### config.mk
export PLATFORM = sky130hd
export DESIGN_NAME = op_sequencer
export DESIGN_NICKNAME = d
export VERILOG_FILES = /design/src/rtl/op_sequencer.sv
export SDC_FILE = /design/constraint.sdc
export NUM_CORES = 1
export LEC_CHECK = 0
export ABC_AREA = 1
export ABC_CLOCK_PERIOD_IN_PS = 1600
export CORE_MARGIN = 2
export CORE_UTILIZATION = 47
export DETAILED_ROUTE_END_ITERATION = 12
export PLACE_DENSITY = 0.76
export SETUP_SLACK_MARGIN = 0.02
export SYNTH_ARGS = -nofsm -noshare
export SYNTH_HDL_FRONTEND = slang
export SYNTH_SLANG_ARGS = --single-unit
### constraint.sdc
create_clock -name clk -period 1.6 [get_ports clk]
set_input_delay 0.24 -clock clk [delete_from_list [all_inputs] [get_ports clk]]
set_output_delay 0.24 -clock clk [all_outputs]
set_load 0.01 [all_outputs]
### src/rtl/op_sequencer.sv
// Handshaked opcode sequencer: accepts an opcode and drives a one-hot select to the
// datapath for a per-opcode number of cycles, then signals done, err or aborted.
module op_sequencer #(
   parameter int                         OPC_W   = 3,
   parameter int                         NUM_OPS = 6,
   parameter int                         LAT_W   = 4,
   parameter logic [NUM_OPS*LAT_W-1:0]   OP_LAT  = 24'h084211
) (
   input  logic               clk,
   input  logic               rst,
   input  logic               op_valid,
   input  logic [OPC_W-1:0]   op_code,
   output logic               op_ready,
   input  logic               abort,
   output logic [NUM_OPS-1:0] sel,
   output logic               start,
   output logic               done,
   output logic               err,
   output logic               aborted,
   output logic [OPC_W-1:0]   last_op,
   output logic               busy
);

   typedef enum logic [1:0] {IDLE, EXEC, DONE} state_t;

   state_t             state_reg, state_next;
   logic [LAT_W-1:0]   cnt_reg, cnt_next;
   logic [NUM_OPS-1:0] sel_reg, sel_next;
   logic               start_reg, start_next;
   logic               done_reg, done_next;
   logic               err_reg, err_next;
   logic               aborted_reg, aborted_next;
   logic               busy_reg, busy_next;
   logic               op_ready_reg, op_ready_next;
   logic [OPC_W-1:0]   last_op_reg, last_op_next;

   logic [LAT_W-1:0]   lat_m1 [NUM_OPS];
   logic [NUM_OPS-1:0] onehot;
   logic [LAT_W-1:0]   load;
   logic               accept;

   // Per-op counter reload value (latency minus one, zero latency treated as one)
   // and the one-hot decode of the offered opcode; an out-of-range code decodes to zero.
   genvar gi;
   generate
      for (gi = 0; gi < NUM_OPS; gi++) begin : g_op
         assign lat_m1[gi] = (OP_LAT[gi*LAT_W +: LAT_W] == '0) ? '0
                             : OP_LAT[gi*LAT_W +: LAT_W] - 1'b1;
         assign onehot[gi] = (op_code == OPC_W'(gi));
      end
   endgenerate

   always_comb begin
      state_next   = state_reg;
      cnt_next     = cnt_reg;
      sel_next     = '0;
      start_next   = 1'b0;
      done_next    = 1'b0;
      err_next     = 1'b0;
      aborted_next = 1'b0;
      busy_next    = 1'b0;
      last_op_next = last_op_reg;
      load         = '0;
      accept       = op_valid && op_ready_reg;
      for (int k = 0; k < NUM_OPS; k++) begin
         if (onehot[k]) load = lat_m1[k];
      end

      case (state_reg)
         IDLE, DONE: begin
            if (accept) begin
               last_op_next = op_code;
               if (|onehot) begin
                  state_next = EXEC;
                  sel_next   = onehot;
                  start_next = 1'b1;
                  busy_next  = 1'b1;
                  cnt_next   = load;
               end else begin
                  state_next = DONE;
                  done_next  = 1'b1;
                  err_next   = 1'b1;
               end
            end else begin
               state_next = IDLE;
            end
         end
         EXEC: begin
            // abort wins over normal completion in the same cycle
            if (abort) begin
               state_next   = DONE;
               done_next    = 1'b1;
               aborted_next = 1'b1;
            end else if (cnt_reg == '0) begin
               state_next = DONE;
               done_next  = 1'b1;
            end else begin
               cnt_next  = cnt_reg - 1'b1;
               sel_next  = sel_reg;
               busy_next = 1'b1;
            end
         end
         default: state_next = IDLE;
      endcase

      op_ready_next = (state_next != EXEC);
   end

   always_ff @(posedge clk) begin
      if (rst) begin
         state_reg    <= IDLE;
         cnt_reg      <= '0;
         sel_reg      <= '0;
         start_reg    <= 1'b0;
         done_reg     <= 1'b0;
         err_reg      <= 1'b0;
         aborted_reg  <= 1'b0;
         busy_reg     <= 1'b0;
         op_ready_reg <= 1'b0;
         last_op_reg  <= '0;
      end else begin
         state_reg    <= state_next;
         cnt_reg      <= cnt_next;
         sel_reg      <= sel_next;
         start_reg    <= start_next;
         done_reg     <= done_next;
         err_reg      <= err_next;
         aborted_reg  <= aborted_next;
         busy_reg     <= busy_next;
         op_ready_reg <= op_ready_next;
         last_op_reg  <= last_op_next;
      end
   end

   assign sel      = sel_reg;
   assign start    = start_reg;
   assign done     = done_reg;
   assign err      = err_reg;
   assign aborted  = aborted_reg;
   assign busy     = busy_reg;
   assign op_ready = op_ready_reg;
   assign last_op  = last_op_reg;

endmodule

Word-level counts from Yosys, hierarchy flattened:

Cells that the tools add are included.

* add/subtract/negate cells: 1
* eq/ne operators: 13
* muxes and demuxes: 30
* bitwise gates (word level): 2
* reduce and logical (&&, ||, !) cells: 11

Operators by type and width (number)
* $mux W4: 7
* $mux W6: 4
* $pmux W6 S2: 1
* $mux W1: 10
* $mux W2: 4
* $ne A2 B2 Y1 const B: 4
* $pmux W4 S2: 1
* $eq A3 B2 Y1 const B: 2
* $eq A3 B3 Y1 const B: 2
* $reduce_or A2 Y1: 3
* $reduce_or A6 Y1: 1
* $reduce_and A5 Y1: 1
* $logic_not A4 Y1: 1
* $pmux W1 S2: 2
* $pmux W2 S2: 1
* $sub A4 B1 Y4 const B: 1
* $eq A3 B1 Y1 const B: 1
* $logic_not A3 Y1: 1
* $ne A3 B3 Y1 const B: 1
* $eq A2 B1 Y1 const B: 1
* $eq A2 B2 Y1 const B: 1
* $logic_not A2 Y1: 1
* $ne A2 B1 Y1 const B: 1
* $not A1 Y1: 2
* other kinds (3): 3

* output and inout bits: 15
* input bits: 7
* flip-flop bits (word level): 21
* word-level logic and storage cells: 67

Logic depth before layout (Yosys ltp):

Gate-level depths: netlist (run 1).

* word-level depth: 8
* gate-level depth with buffers: 8
* gate-level depth less buffers: 8

Worst setup path before layout (run 1):

OpenSTA, ideal clock, no wires.

* path kind: reg2reg
* from: reg cnt_reg[0]
* to: reg cnt_reg[0]
* library setup time: 0.113 ns
* clock period less this slack: 1.199 ns
* arrival: 1.086 ns
* data required time: 1.487 ns
* slack: 0.401 ns
* buffers on the path: 0
* stages on the path, launching flop included: 9
* cells stage by stage: dfxtp_1 inv_1 ha_1 nand3_1 nand3_4 nand2_4 nand2_1 nand2_1 nor2_1

* longest elaborated chain between the ends: 4
* elaborated cells on any way between the ends: 7
* classes of those cells: 1 x add/sub; 1 x eq/ne; 3 x mux; 2 x reduce/logical

RTL lines
* start: declaration: RTL line 27 `logic [LAT_W-1:0] cnt_reg, cnt_next;`
* start signal: assignment: RTL line 123 `cnt_reg <= cnt_next;`
* $sub A4 B1 Y4: RTL line 98 `cnt_next = cnt_reg - 1'b1;`
* $mux W4: RTL line 94 `end else if (cnt_reg == '0) begin`
* $mux W4: RTL line 90 `if (abort) begin`
* $pmux W4 S2: RTL line 69 `case (state_reg)`

Parallel ways exist; a longest one is shown, timed or not. The select of a mux whose other input is x is not followed.
A chain may end at the register's enable or synchronous reset.

Worst setup path in the final report (run 1):

* from: reg sel_reg[0] (netlist: sel[0])
* to: out sel[0]

RTL lines
* start: declaration: RTL line 28 `logic [NUM_OPS-1:0] sel_reg, sel_next;`
* start signal: assignment: RTL line 124 `sel_reg <= sel_next;`
* end: declaration: RTL line 15 `output logic [NUM_OPS-1:0] sel,`

No word-level cell between the ends.

==> impl_metrics.tcl, run 1 <==
set metrics [dict create \
    power.density_nw_per_um2 813 \
    fin_crit_sh_pct 90.9 \
    vdd_ir_drop_max_mv 0.872 \
    core.rowCount 15 \
    antenna_found_initial 0 \
    hold_class "flip-flop to flip-flop" \
    layout-drive-gt1-share_pct 10.9 \
    drc 0 \
    finalHoldViolations 0 \
    grt_max_degree 13 \
    clock_sinks 21 \
    place_ws_ns 0.114 \
    ys_ff_latch 21 \
    io_buffers 21 \
    tns_ns 0 \
    cts_tree "done" \
    routedWlPerCell_um 10.3 \
    antenna_left 0 \
    final_common_cell "nand2_1" \
    tightestPinTransition_ns 0.216 \
    rsz0062_at_grt "no" \
    initial_core_util_pct 51.3 \
    gp_congestion 0.784 \
    setup-violations-final 0 \
    yosysWarningCount 0 \
    drv_cap 0 \
    ctsLongestPathBuffers 2 \
    clk_latency_ns 0.30 \
    clk_pin_slew_worst_paths_ns 0.11 \
    slowest_delay_ns 0.54 \
    htreeDepth 1 \
    status "finished clean" \
    worstPathRequired_ns 1.36 \
    grt_first_pass_wirelength_mm 2.91 \
    cp-start-kind "flip-flop" \
    crit_path_end_kind "output port" \
    cp_num_buf_inv 1 \
    grt_pass1_vias 728 \
    num_vias 841 \
    post_cts_buffers 0 \
    crit_family "buffers and inverters" \
    setup_ws_ns 0.145 \
    critPathMaxFanout 2 \
    vias_per_cell 4.89 \
    ctsResizeCount 0 \
    drt-initial-drc-count 28 \
    slew_violations 0 \
    period_needed_ns 1.45 \
    criticalPathCategory "flip-flop to output port" \
    synth_cell_types 17 \
    cts-hold-fix-buffers 0 \
    hpwl_mm 1.41 \
    antenna_cells 0 \
    dieArea_um2 2290 \
    dr.pass1.iters 6 \
    syn_area_um2 906 \
    final_cell_mix "nand2_1, dfxtp_1, clkdlybuf4s50_1" \
    die_h_um 47.9 \
    io_pins 22 \
    synthCells 123 \
    drt_wl_total_mm 1.78 \
    numCtsBuffers 3 \
    critPathSlowestCell "clkdlybuf4s50_1" \
    largest_register_ffs 6 \
    die_x_um 47.9 \
    ys_seq_area_share_pct 46.4 \
    worstPathCellList "clkdlybuf4s50_1" \
    syn_area_per_cell_um2 7.36 \
    cellLeakagePower_nw 0.497 \
    syn_nets 131 \
    grt_overflow 0 \
    finClkSkew_ns 0.00960 \
    fillerInstances 179 \
    area_growth_pct 29.3 \
    slew_headroom_pct 85.6 \
    nets 156 \
    track_usage_pct 18.0 \
    max_freq_ghz 0.687 \
    arrival_ns 1.21 \
    core-area_um2 1760 \
    cts_root_buffer "clkbuf_4" \
    ff2ff_setup_slack_ns 0.25 \
]
[report_power, final]
group / switching (mW) / internal, mW / leakage (nW) / total [mW]
Sequential: 0.0101 / 0.542 / 0.171 / 0.552
Clock: 0.153 / 0.0933 / 0.0177 / 0.246
Combinational: 0.0863 / 0.0678 / 0.308 / 0.154
[layout make-up]
class	count	area (um2)	area share, %
inverters	18	67.6	5.77
flip-flops and latches	21	420	35.9
clock inverters	1	5.00	0.427
repair buffers	23	225	19.2
clock buffers	3	22.5	1.92
well taps	25	31.3	2.67
multi-input cells	81	399	34.1
[worst paths after layout]
path                           start  depth (start not counted)                  end
max              sel[0]$_SDFFE_PP0N_                          1               sel[0]
min              sel[1]$_SDFFE_PP0N_                          2  sel[1]$_SDFFE_PP0N_
max reg2reg  cnt_reg[0]$_SDFFE_PP0P_                          7  sel[5]$_SDFFE_PP0N_
min reg2reg      sel[1]$_SDFFE_PP0N_                          2  sel[1]$_SDFFE_PP0N_
[routing by layer]
layer / up-vias / routed length, um / GRT usage, % / share of wire, %
li1: 432 / - / - / -
met1: 377 / 823 / 23.0 / 46
met2: 28 / 835 / 29.6 / 47
met3: 4 / 109 / 6.42 / 6.1
met4: 0 / 12 / 3.24 / 0.67
met5: - / 0 / 0 / 0
[cell families (layout without fill, tap and decap cells)]
logic type,after synthesis,after routing,synth area share (%)
DFF,21,21,46.4
buffers and inverters,21,45,9.53
adders and majority gates,1,1,1.38
and+or+nand+nor,61,61,32.2
AOI/OAI and AO/OA,19,19,10.5
[synthesized netlist by cell type]
cell type  number  area [um2]
o21ai_0         5        25.0
ha_1            1        12.5
nor3_1          1        5.00
a21oi_1        14        70.1
inv_1          13        48.8
nand3_1         8        40.0
buf_4           2        15.0
nor2_1         14        52.6
nand3_2         2        20.0
clkinv_1        1        3.75
dfxtp_1        21         420
nand2_4         3        33.8
inv_2           4        15.0
nand4_1         1        6.26
clkbuf_1        1        3.75
nand2_1        31         116
nand3_4         1        17.5
[stage by stage]
| stage | instance area, um2 | hold slack [ns] | power [mW] | util (%) | instances |
|---|---|---|---|---|---|
| global route | 1170 | 0.493 | 1.01 | 66.4 | 172 |
| global placement | 1140 | 0.448 | 0.714 | 64.8 | 168 |
| floorplan | 906 | 0.381 | 0.658 | - | 123 |
| finish | 1170 | 0.468 | 0.952 | 66.4 | 172 |
| CTS | 1170 | 0.475 | 0.966 | 66.4 | 172 |
| detailed placement | 1140 | 0.454 | 0.717 | 64.8 | 168 |
Power figures use the tool's default switching activity.
==> run 2: changes to the inputs <==
--- a/config.mk
+++ b/config.mk
@@ -6,11 +6,12 @@
 export NUM_CORES = 1
 export LEC_CHECK = 0
 export ABC_AREA = 1
-export ABC_CLOCK_PERIOD_IN_PS = 1600
+export ABC_CLOCK_PERIOD_IN_PS = 1700
 export CORE_MARGIN = 2
-export CORE_UTILIZATION = 47
+export CORE_UTILIZATION = 51
+export CTS_CLUSTER_DIAMETER = 50
 export DETAILED_ROUTE_END_ITERATION = 12
-export PLACE_DENSITY = 0.76
+export PLACE_DENSITY = 0.82
 export SETUP_SLACK_MARGIN = 0.02
 export SYNTH_ARGS = -nofsm -noshare
 export SYNTH_HDL_FRONTEND = slang
==> constraint.sdc (replaced) <==
create_clock -name clk -period 1.7 [get_ports clk]
set_input_delay 0.255 -clock clk [delete_from_list [all_inputs] [get_ports clk]]
set_output_delay 0.255 -clock clk [all_outputs]
set_load 0.01 [all_outputs]
==> run 2 against run 1 <==
Effect of this change: sequential power is 5.8% lower; combinational power is 7% lower; cell count is 5.2% lower; highest routed layer unchanged.
==> impl_metrics.tcl, run 2 (synthesis results as in run 1) <==
set metrics [dict create \
    status "finished clean" \
    final_common_cell "nand2_1" \
    rsz0062_at_grt "no" \
    largest_register_ffs 6 \
    setup_ws_ns 0.249 \
    tns_ns 0 \
    numCtsBuffers 3 \
    dieArea_um2 2130 \
    dr.pass1.iters 4 \
    cp_num_buf_inv 1 \
    die_h_um 46.1 \
    worst_r2r_path_depth 7 \
    cp.depth 1 \
    crit_path_end_kind "output port" \
    place_ws_ns 0.166 \
    grt_pass1_vias 716 \
    drt-initial-drc-count 18 \
    total_power_mw 0.899 \
    htreeDepth 1 \
    layout-drive-gt1-share_pct 10.3 \
    hold_class "flip-flop to flip-flop" \
    slew_headroom_pct 75.9 \
    power_frac_seq_pct 57.8 \
    finClkSkew_ns 0.00514 \
    hpwl_mm 1.38 \
    vias_per_cell 5.11 \
    grt_max_degree 13 \
    tightestPinTransition_ns 0.360 \
    min_path_cells 2 \
    cts-hold-fix-buffers 0 \
    drv_cap 0 \
    antenna_cells 0 \
    core.rowCount 15 \
    io_pins 22 \
    critPathSlowestCell "clkdlybuf4s50_1" \
    drc 0 \
    vdd_ir_drop_max_mv 0.479 \
    finalHoldViolations 0 \
    routedWlPerCell_um 10.9 \
    cts_root_buffer "clkbuf_4" \
    power.density_nw_per_um2 779 \
    slew_violations 0 \
    combPwrFrac_pct 15.9 \
    die_x_um 46.1 \
    period_needed_ns 1.45 \
    final_cell_mix "nand2_1, dfxtp_1, clkdlybuf4s50_1" \
    clk_latency_ns 0.30 \
    worstPathCellList "clkdlybuf4s50_1" \
    cts_tree "done" \
    initial_core_util_pct 53.6 \
    crit_family "buffers and inverters" \
    internal-power_mw 0.660 \
    worstPathRequired_ns 1.44 \
    ctsResizeCount 0 \
    area_growth_pct 27.3 \
    num_vias 833 \
    gp_congestion 0.835 \
    track_usage_pct 18.8 \
    critPathMaxFanout 2 \
    grt_first_pass_wirelength_mm 2.90 \
    arrival_ns 1.20 \
    swShare_pct 26.6 \
    antenna_left 0 \
    clock_sinks 21 \
    cp-start-kind "flip-flop" \
    p_switching_mw 0.239 \
    io_buffers 21 \
    post_cts_buffers 0 \
    clk_pin_slew_worst_paths_ns 0.12 \
    placed_cell_area_um2 1130 \
    drt_wl_total_mm 1.78 \
    grt_overflow 0 \
    ctsLongestPathBuffers 2 \
    final_cell_area_um2 1150 \
    fin_crit_sh_pct 85.3 \
    nets 155 \
    criticalPathCategory "flip-flop to output port" \
    cellLeakagePower_nw 0.492 \
    max_freq_ghz 0.689 \
    antenna_found_initial 0 \
    slowest_delay_ns 0.54 \
    p_clk_share_pct 26.3 \
    core-area_um2 1690 \
    setup-violations-final 0 \
]
## run 2: cell types whose count changed in the layout (fill, tap and decap cells not counted), sizes merged
cell  previous run  this run
buf              2         1
## run 2: layout make-up
cell class                      instances  area, um2
Sequential cell                        21        420
Multi-Input combinational cell         81        399
Timing Repair Buffer                   22        218
Fill cell                             144        536
Tap cell                               17       21.3
Clock inverter                          1       5.00
Clock buffer                            3       22.5
Inverter                               18       67.6
## run 2: path summary, 6_finish.rpt
| kind | start | endpoint | slack, ns |
|---|---|---|---|
| setup reg to reg | cnt_reg[0]$_SDFFE_PP0P_ | cnt_reg[3]$_SDFFE_PP0P_ | 0.34 |
| setup / recovery | last_op[2]$_SDFFE_PP0P_ | last_op[2] | 0.25 |
| hold reg to reg | sel[0]$_SDFFE_PP0N_ | sel[0]$_SDFFE_PP0N_ | 0.47 |
| hold / removal | sel[0]$_SDFFE_PP0N_ | sel[0]$_SDFFE_PP0N_ | 0.47 |
## run 2: through the flow
stage	hold slack, ns	util [%]	cells
floorplan	0.396	-	123
global placement	0.451	66.7	159
detailed placement	0.458	66.7	159
CTS	0.475	68.3	163
global route	0.498	68.3	163
finish	0.468	68.3	163
## run 2: power by group through the flow
stage	clock network [mW]	logic, mW	registers (mW)
global placement	0	0.139	0.530
finish	0.237	0.143	0.520
detailed placement	0	0.142	0.531
global route	0.263	0.161	0.522
floorplan	0	0.0834	0.535
CTS	0.241	0.143	0.520
## run 2: routing by layer
metal  global-route usage [%]  wire length, um
met1                     24.2              844
met5                        0                0
met3                     3.92               81
met4                     6.86               25
met2                     30.8              831
==> run 3: changes to the inputs <==
--- a/config.mk
+++ b/config.mk
@@ -11,7 +11,8 @@
 export CORE_UTILIZATION = 51
 export CTS_CLUSTER_DIAMETER = 50
 export DETAILED_ROUTE_END_ITERATION = 12
-export PLACE_DENSITY = 0.82
+export HOLD_SLACK_MARGIN = 0.1
+export PLACE_DENSITY = 0.91
 export SETUP_SLACK_MARGIN = 0.02
 export SYNTH_ARGS = -nofsm -noshare
 export SYNTH_HDL_FRONTEND = slang
==> run 3 against run 2 <==
Effect of this change: maximum frequency is 1.3% lower; clock skew down 0.0032 ns; utilization shrank 0.074 points; final area is 0.11% lower; critical path type unchanged; critical endpoint is now op_ready.
==> impl_metrics.tcl, run 3 (synthesis results as in run 1) <==
set metrics [dict create \
    finalHoldViolations 0 \
    finClkSkew_ns 0.00190 \
    layout-drive-gt1-share_pct 9.59 \
    post_cts_buffers 0 \
    final_cell_mix "nand2_1, dfxtp_1, clkdlybuf4s50_1" \
    ctsLongestPathBuffers 2 \
    fin_util_pct 68.2 \
    grt_max_degree 12 \
    rsz0062_at_grt "no" \
    worstPathCellList "clkdlybuf4s50_1" \
    slowest_delay_ns 0.54 \
    die_h_um 46.1 \
    place_inst 159 \
    dieArea_um2 2130 \
    cts_root_buffer "clkbuf_4" \
    arrival_ns 1.21 \
    core-area_um2 1690 \
    nets 155 \
    antenna_left 0 \
    hold_class "flip-flop to flip-flop" \
    cellLeakagePower_nw 0.489 \
    grt_busiest_layer "met2" \
    routedWlPerCell_um 11.1 \
    vdd_ir_drop_max_mv 0.582 \
    period_needed_ns 1.47 \
    cts_tree "done" \
    antenna_cells 0 \
    area_growth_pct 27.2 \
    critPathMaxFanout 2 \
    core.rowCount 15 \
    largest_register_ffs 6 \
    setup_ws_ns 0.230 \
    drv_cap 0 \
    cp-start-kind "flip-flop" \
    vias_per_cell 5.16 \
    cts-hold-fix-buffers 0 \
    tightestPinTransition_ns 0.294 \
    clock_sinks 21 \
    status "finished clean" \
    io_buffers 21 \
    crit_family "buffers and inverters" \
    met1_usage_pct 22.0 \
    die_x_um 46.1 \
    grtUsageMet3_pct 4.71 \
    place_ws_ns 0.187 \
    drt_wl_total_mm 1.81 \
    initial_core_util_pct 53.6 \
    max_freq_ghz 0.680 \
    power.density_nw_per_um2 786 \
    setup-violations-final 0 \
    fin_crit_sh_pct 86.5 \
    htreeDepth 1 \
    instances_no_fill 163 \
    worstPathRequired_ns 1.44 \
    tns_ns 0 \
    drc 0 \
    hpwl_mm 1.41 \
    numCtsBuffers 3 \
    clk_latency_ns 0.31 \
    slew_violations 0 \
    final_common_cell "nand2_1" \
    num_vias 841 \
    track_usage_pct 19.5 \
    grt_overflow 0 \
    critPathSlowestCell "clkdlybuf4s50_1" \
    cp_num_buf_inv 1 \
    antenna_found_initial 0 \
    grt_pass1_vias 750 \
    clk_pin_slew_worst_paths_ns 0.11 \
    use_met2_pct 33.1 \
    ctsResizeCount 0 \
    slew_headroom_pct 80.3 \
    drt-initial-drc-count 20 \
    criticalPathCategory "flip-flop to output port" \
    gp_congestion 0.811 \
    dr.pass1.iters 4 \
    io_pins 22 \
    grt_first_pass_wirelength_mm 2.91 \
    crit_path_end_kind "output port" \
]
## run 3: cell count changes in the layout (fill, tap and decap cells not counted)
cell,previous run,this run
clkbuf_1,0,1
clkinv_2,1,0
## run 3: area by class of cell
| class | instances | area, um2 |
|---|---|---|
| fill | 139 | 537 |
| timing repair buffer | 22 | 218 |
| inverter | 18 | 67.6 |
| clock buffer | 4 | 26.3 |
| multi-input combinational | 81 | 399 |
| sequential | 21 | 420 |
| tap | 17 | 21.3 |
## run 3: metrics by stage
step	area (um2)	hold WS, ns	power, mW
2_1_floorplan	906	0.396	0.619
3_3_place_gp	1130	0.451	0.669
3_5_place_dp	1130	0.454	0.673
4_1_cts	1150	0.472	0.913
5_1_grt	1150	0.488	0.947
6_report	1150	0.469	0.905
## run 3: final timing paths
check | startpoint | to | slack (ns) | cells after the start
setup / recovery | op_ready$_SDFF_PP0_ | op_ready | 0.23 | 1
hold / removal | sel[0]$_SDFFE_PP0N_ | sel[0]$_SDFFE_PP0N_ | 0.47 | 2
setup reg to reg | cnt_reg[0]$_SDFFE_PP0P_ | sel[3]$_SDFFE_PP0N_ | 0.37 | 7
hold reg to reg | sel[0]$_SDFFE_PP0N_ | sel[0]$_SDFFE_PP0N_ | 0.47 | 2
## run 3: metal layers
| layer | up-vias | part of all wire, % |
|---|---|---|
| li1 | 434 | - |
| met1 | 379 | 43 |
| met2 | 23 | 51 |
| met3 | 5 | 3.4 |
| met4 | 0 | 2.4 |
| met5 | - | 0 |
## run 3: where the power goes
group	internal, mW	switching (mW)	total (mW)
Combinational	0.0623	0.0799	0.142
Clock	0.0917	0.152	0.244
Sequential	0.510	0.00939	0.519
## run 3: tightest hold or removal path, cell delays in order (launching register included)
cell and delay (ns):
dfxtp_1 0.33, nand2_1 0.06, a21oi_1 0.05
==> RTL edit 1 (flow settings as in run 2) <==
The 3 states of `state_t` get a one-hot encoding in 3 bits.
--- a/src/rtl/op_sequencer.sv
+++ b/src/rtl/op_sequencer.sv
@@ -21,7 +21,7 @@
    output logic               busy
 );
 
-   typedef enum logic [1:0] {IDLE, EXEC, DONE} state_t;
+   typedef enum logic [2:0] {IDLE = 3'b001, EXEC = 3'b010, DONE = 3'b100} state_t;
 
    state_t             state_reg, state_next;
    logic [LAT_W-1:0]   cnt_reg, cnt_next;
Formal check against the unedited RTL: same outputs for any inputs over 10 cycles, from zero or initial values and one cycle with rst high; not proved beyond that.
==> RTL edit 1 against run 2 <==
Final area up 6.2%. Critical path type unchanged. Area after synthesis grew 4.6%. Largest power group unchanged. Die area increased by 4.2%. Largest cell class is now multi-input gates. Hold slack improved by 4.8 ps. Total power is 8.4% higher. Worst setup slack worse by 15 ps. Sequential cell count is 1 higher. Count of clock-buffer cells in the layout up 1. Routed wire length is 7.0% higher.
==> RTL edit 1: results (changes against run 2) <==
Yosys
  • Yosys warns: 0 (unchanged)
  • Post-Synthesis Net Count: 134 (+2.3%)
  • Sequential fraction of the synthesis area: 46.5% (+0.090 points)
  • Top cells by area, synth: dfxtp_1 (46%), nand2_1 (11%), nor2_1 (7.1%)
  • Post-synth cell types: 23 (+6)
  • Synth top cells by count: nand2_1 (29), dfxtp_1 (22), nor2_1 (18)

Placed design
  • Hpwl dp: 1.47 mm (+6.6%)
  • Port bufs: 21 (unchanged)
  • Placer Congestion: 0.792 (-5.1%)

Timing
  • Fin Hold WS: 473 ps (+4.81 ps)
  • Max Clock Skew: 0.542 ps (-4.60 ps)
  • Slew HR: 70.2% (-5.7 points)

Cells and area
  • Nets: 159 (+2.6%)
  • Ant diodes: 0 (unchanged)
  • Share of cells above drive strength 1: 11.3% (+1.1 points)
  • Largest register FFs: 6 (unchanged)

Setup path
  • Flop2flop setup slack: 410 ps (+70 ps)
  • Delay-heaviest family, CP: buffers and inverters
  • Max stage delay on crit path: 540 ps (about the same)
  • Worst reg2reg startpoint: cnt_reg[0]
  • FF-to-FF End: cnt_reg[0]
  • CP Capture Point: op_ready
  • Worst R2R Path Depth: 8 (+1)
  • CP Launch Point: op_ready

Routing
  • Initial DRC Count: 16 (-2)
  • Vias per Instance: 4.92 (-3.7%)
  • Routed WL: 1.91 mm (+7.0%)

GRT
  • First-pass GRT wire length: 3.17 mm (+9.1%)
  • Number of global-route vias before repair: 769 (+7.4%)
  • Largest net degree at the start of global routing: 16 (+3)
  • Total track usage: 20.3% (+1.5 points)

Clocking
  • TritonCTS buffer count: 3 (unchanged)

Power and ir drop
  • Max rail drop VDD: 0.578 mV (+21%)
  • Leakage: 0.521 nW (+5.8%)

Min path
  • Hold Startpoint: sel[5]
  • Hold Crit Depth: 2 (unchanged)
  • Hold Path End: sel[5]

Status
  • Status: complete, no violations
RTL edit 1: changes by cell type after synthesis, moves of 2 or more:
cell,delta
nor2_1,+4
inv_1,-2
a21oi_1,-4
inv_2,-3
clkinv_2,+2
buf_4,-2
nand2_1,-2
nand2_2,+2
RTL edit 1: layer usage:
metal / global-route usage, % / vias up / share of wire (%)
met4: 10.0 / 0 / 1.8
met3: 3.08 / 5 / 5.0
met2: 33.7 / 21 / 47
met5: 0 / - / 0
met1: 25.7 / 383 / 46
li1: - / 452 / -
RTL edit 1: power breakdown:
group          switching (mW)  internal, mW  leakage (nW)
Combinational          0.0806        0.0629         0.321
Sequential             0.0105         0.534         0.179
Clock                   0.156         0.131        0.0210
RTL edit 1: cell type report:
type	count	area, sq um
fillers	149	520
clock buffers	4	36.3
flip-flops and latches	22	440
multi-input cells	88	444
well taps	25	31.3
inverters	14	55.1
repair buffers	22	218
RTL edit 1: logic make-up after synthesis:
| family | Yosys count | share of synthesized area, % |
|---|---|---|
| xor gates and xnor gates | 1 | 0.925 |
| buffers and inverters | 16 | 6.61 |
| AOI/OAI and AO/OA | 17 | 9.25 |
| adders and majority gates | 1 | 1.32 |
| and+or+nand+nor | 69 | 35.4 |
| DFF | 22 | 46.5 |
RTL edit 1: per-stage QoR:
stage                     utilization, %  area, sq um  instances  worst slack [ps]
after detailed placement            68.1         1190        171              82.5
after global placement              68.1         1190        171              77.8
final                               70.2         1220        175               235
after global routing                70.2         1220        175               195
after floorplan                        -          947        126               521
after CTS                           70.2         1220        175               219
RTL edit 1: tightest hold or removal path: stages, from the launching register on:
cell and delay, ps:
dfxtp_1 330, nand2_1 60, a21oi_1 50
==> RTL edit 2 (settings of run 2) <==
Made on the original files. The parameter `OPC_W` goes from 3 to 2.
--- a/src/rtl/op_sequencer.sv
+++ b/src/rtl/op_sequencer.sv
@@ -1,7 +1,7 @@
 // Handshaked opcode sequencer: accepts an opcode and drives a one-hot select to the
 // datapath for a per-opcode number of cycles, then signals done, err or aborted.
 module op_sequencer #(
-   parameter int                         OPC_W   = 3,
+   parameter int                         OPC_W   = 2,
    parameter int                         NUM_OPS = 6,
    parameter int                         LAT_W   = 4,
    parameter logic [NUM_OPS*LAT_W-1:0]   OP_LAT  = 24'h084211
Interface: changed (resized last_op and op_code); port bits go from 22 to 20. No check against the original RTL was run, so the function may have changed too.
==> RTL edit 2 against run 2 <==
Sequential cell count decreased by 3. Total power grew 2.2%. Area after synthesis rose by 0.83%. Fmax is 0.64% lower. Combinational power rose by 38%. Final area up 3.7%. Worst setup slack got worse by 9.4 ps. Count of clock-buffer cells in the layout is 1 higher. Register-to-register slack improved by 20 ps. Routed wire length grew 5.1%. Critical path type unchanged.
==> RTL edit 2: results (changes against run 2) <==
Placed design
  • Hpwl dp: 1.45 mm (+5.2%)
  • Inst Count DP: 160 (+0.63%)
  • Port bufs: 19 (-9.5%)
  • Placer Congestion: 0.830 (-0.59%)
  • Placement Setup Slack: -57.0 ps (-223 ps)

Cells and area
  • Seq area share: 30.1% (-6.3 points)
  • Fill cells: 133 (-7.6%)
  • Data buffer area share: 19.7% (+0.79 points)
  • Final instance area: 1200 sq um (+3.7%)
  • Share of cells above drive strength 1: 14.4% (+4.1 points)
  • Inverters: 15 (-3)
  • Clock tree cell share of total cell area: 3.03% (+0.65 points)
  • Clkbuf count: 4 (+1)
  • Repair and plain buffers: 25 (+14%)
  • Multi-input comb cells: 77 (-4.9%)
  • Multi-input logic area: 474 sq um (+19%)

Routing
  • Vias: 827 (-0.72%)
  • Met2 wire length: 942 um (+13%)
  • Met3 wire len: 92 um (+14%)
  • Metal-1 WL: 809 um (-4.1%)
  • Routed WL: 1.87 mm (+5.1%)
  • Pre-antenna DRT Iters: 5 (+1)
  • Vias per Instance: 5.04 (-1.3%)
  • Initial DRC Count: 16 (-2)

GRT
  • Met2 Track Usage GR: 35.3% (+4.4 points)
  • Met3 usage: 4.71% (+0.78 points)
  • Largest net degree at the start of global routing: 11 (-2)
  • Total track usage: 20.4% (+1.5 points)
  • Number of global-route vias before repair: 742 (+3.6%)
  • First-pass GRT wire length: 3.05 mm (+5.0%)
  • M1 GR Usage: 23.3% (-0.96 points)

Yosys
  • Top cells by area, synth: dfxtp_1 (39%), ha_1 (12%), nand2_1 (8.2%)
  • Post-synth cell types: 21 (+4)
  • Synth top cells by count: nand2_1 (20), dfxtp_1 (18), a21oi_1 (13), inv_1 (13), nand3_1 (10)
  • Synth Instances: 113 (-8.1%)
  • Synth Area in Compound Gates: 11.0% (+0.46 points)
  • Post-Syn Area: 913 sq um (+0.83%)
  • Fraction of the mapped netlist area in adder cells: 12.3% (+11 points)
  • Post-Synthesis Net Count: 128 (-2.3%)
  • Sequential fraction of the synthesis area: 39.5% (-7.0 points)
  • Seq cells post-synth: 18 (-14%)

Setup path
  • CP Capture Point: sel[1]
  • Critical-path maximum fanout: 3 (+1)
  • Flop2flop setup slack: 360 ps (+20 ps)
  • Worst R2R Path Depth: 8 (+1)
  • CP Launch Point: sel[1]

Min path
  • Hold Startpoint: sel[3]
  • Hold Path End: sel[3]

Clocking
  • Clk slew on worst S/H paths: 100 ps (-20 ps)
  • Hold-fix buffers, CTS: 0 (unchanged)

Power and ir drop
  • Leakage: 0.579 nW (+18%)
  • Sw power: 259 uW (+8.4%)
  • Max rail drop VDD: 0.520 mV (+8.6%)

Timing
  • Max Clock Skew: 4.34 ps (-0.795 ps)
  • Final worst path period share: 85.9% (+0.55 points)
  • Fin Hold WS: 491 ps (+22.8 ps)
  • Slew @ Worst Pin: 250 ps (-110 ps)

Floorplan
  • Core ar.: 1710 sq um (+1.1%)
  • Die area: 2150 sq um (+0.76%)

Status
  • Status: complete, no violations
[RTL edit 2: cell count changes after synthesis, sizes merged]
cell	delta
nand2	-10
ha	+8
dfxtp	-3
inv	-3
a21o	+2
nor2	-2
a21oi	-1
buf	+1
clkbuf	-1
nand4	-1
nor3	+1
o21ai	-1
[RTL edit 2: power by group through the flow]
stage / logic (mW) / clock network [mW] / registers [mW]
after floorplan: 0.115 / 0 / 0.470
after global placement: 0.190 / 0 / 0.464
after detailed placement: 0.196 / 0 / 0.466
after CTS: 0.198 / 0.269 / 0.456
after global routing: 0.219 / 0.280 / 0.459
final: 0.198 / 0.265 / 0.456
[RTL edit 2: kinds of logic after synthesis]
| group | after synthesis |
|---|---|
| buffers and inverters | 18 |
| adder cells (fa/ha/maj) | 9 |
| AND/OR/NAND/NOR | 49 |
| AO/OA/AOI/OAI | 19 |
| flip-flops | 18 |
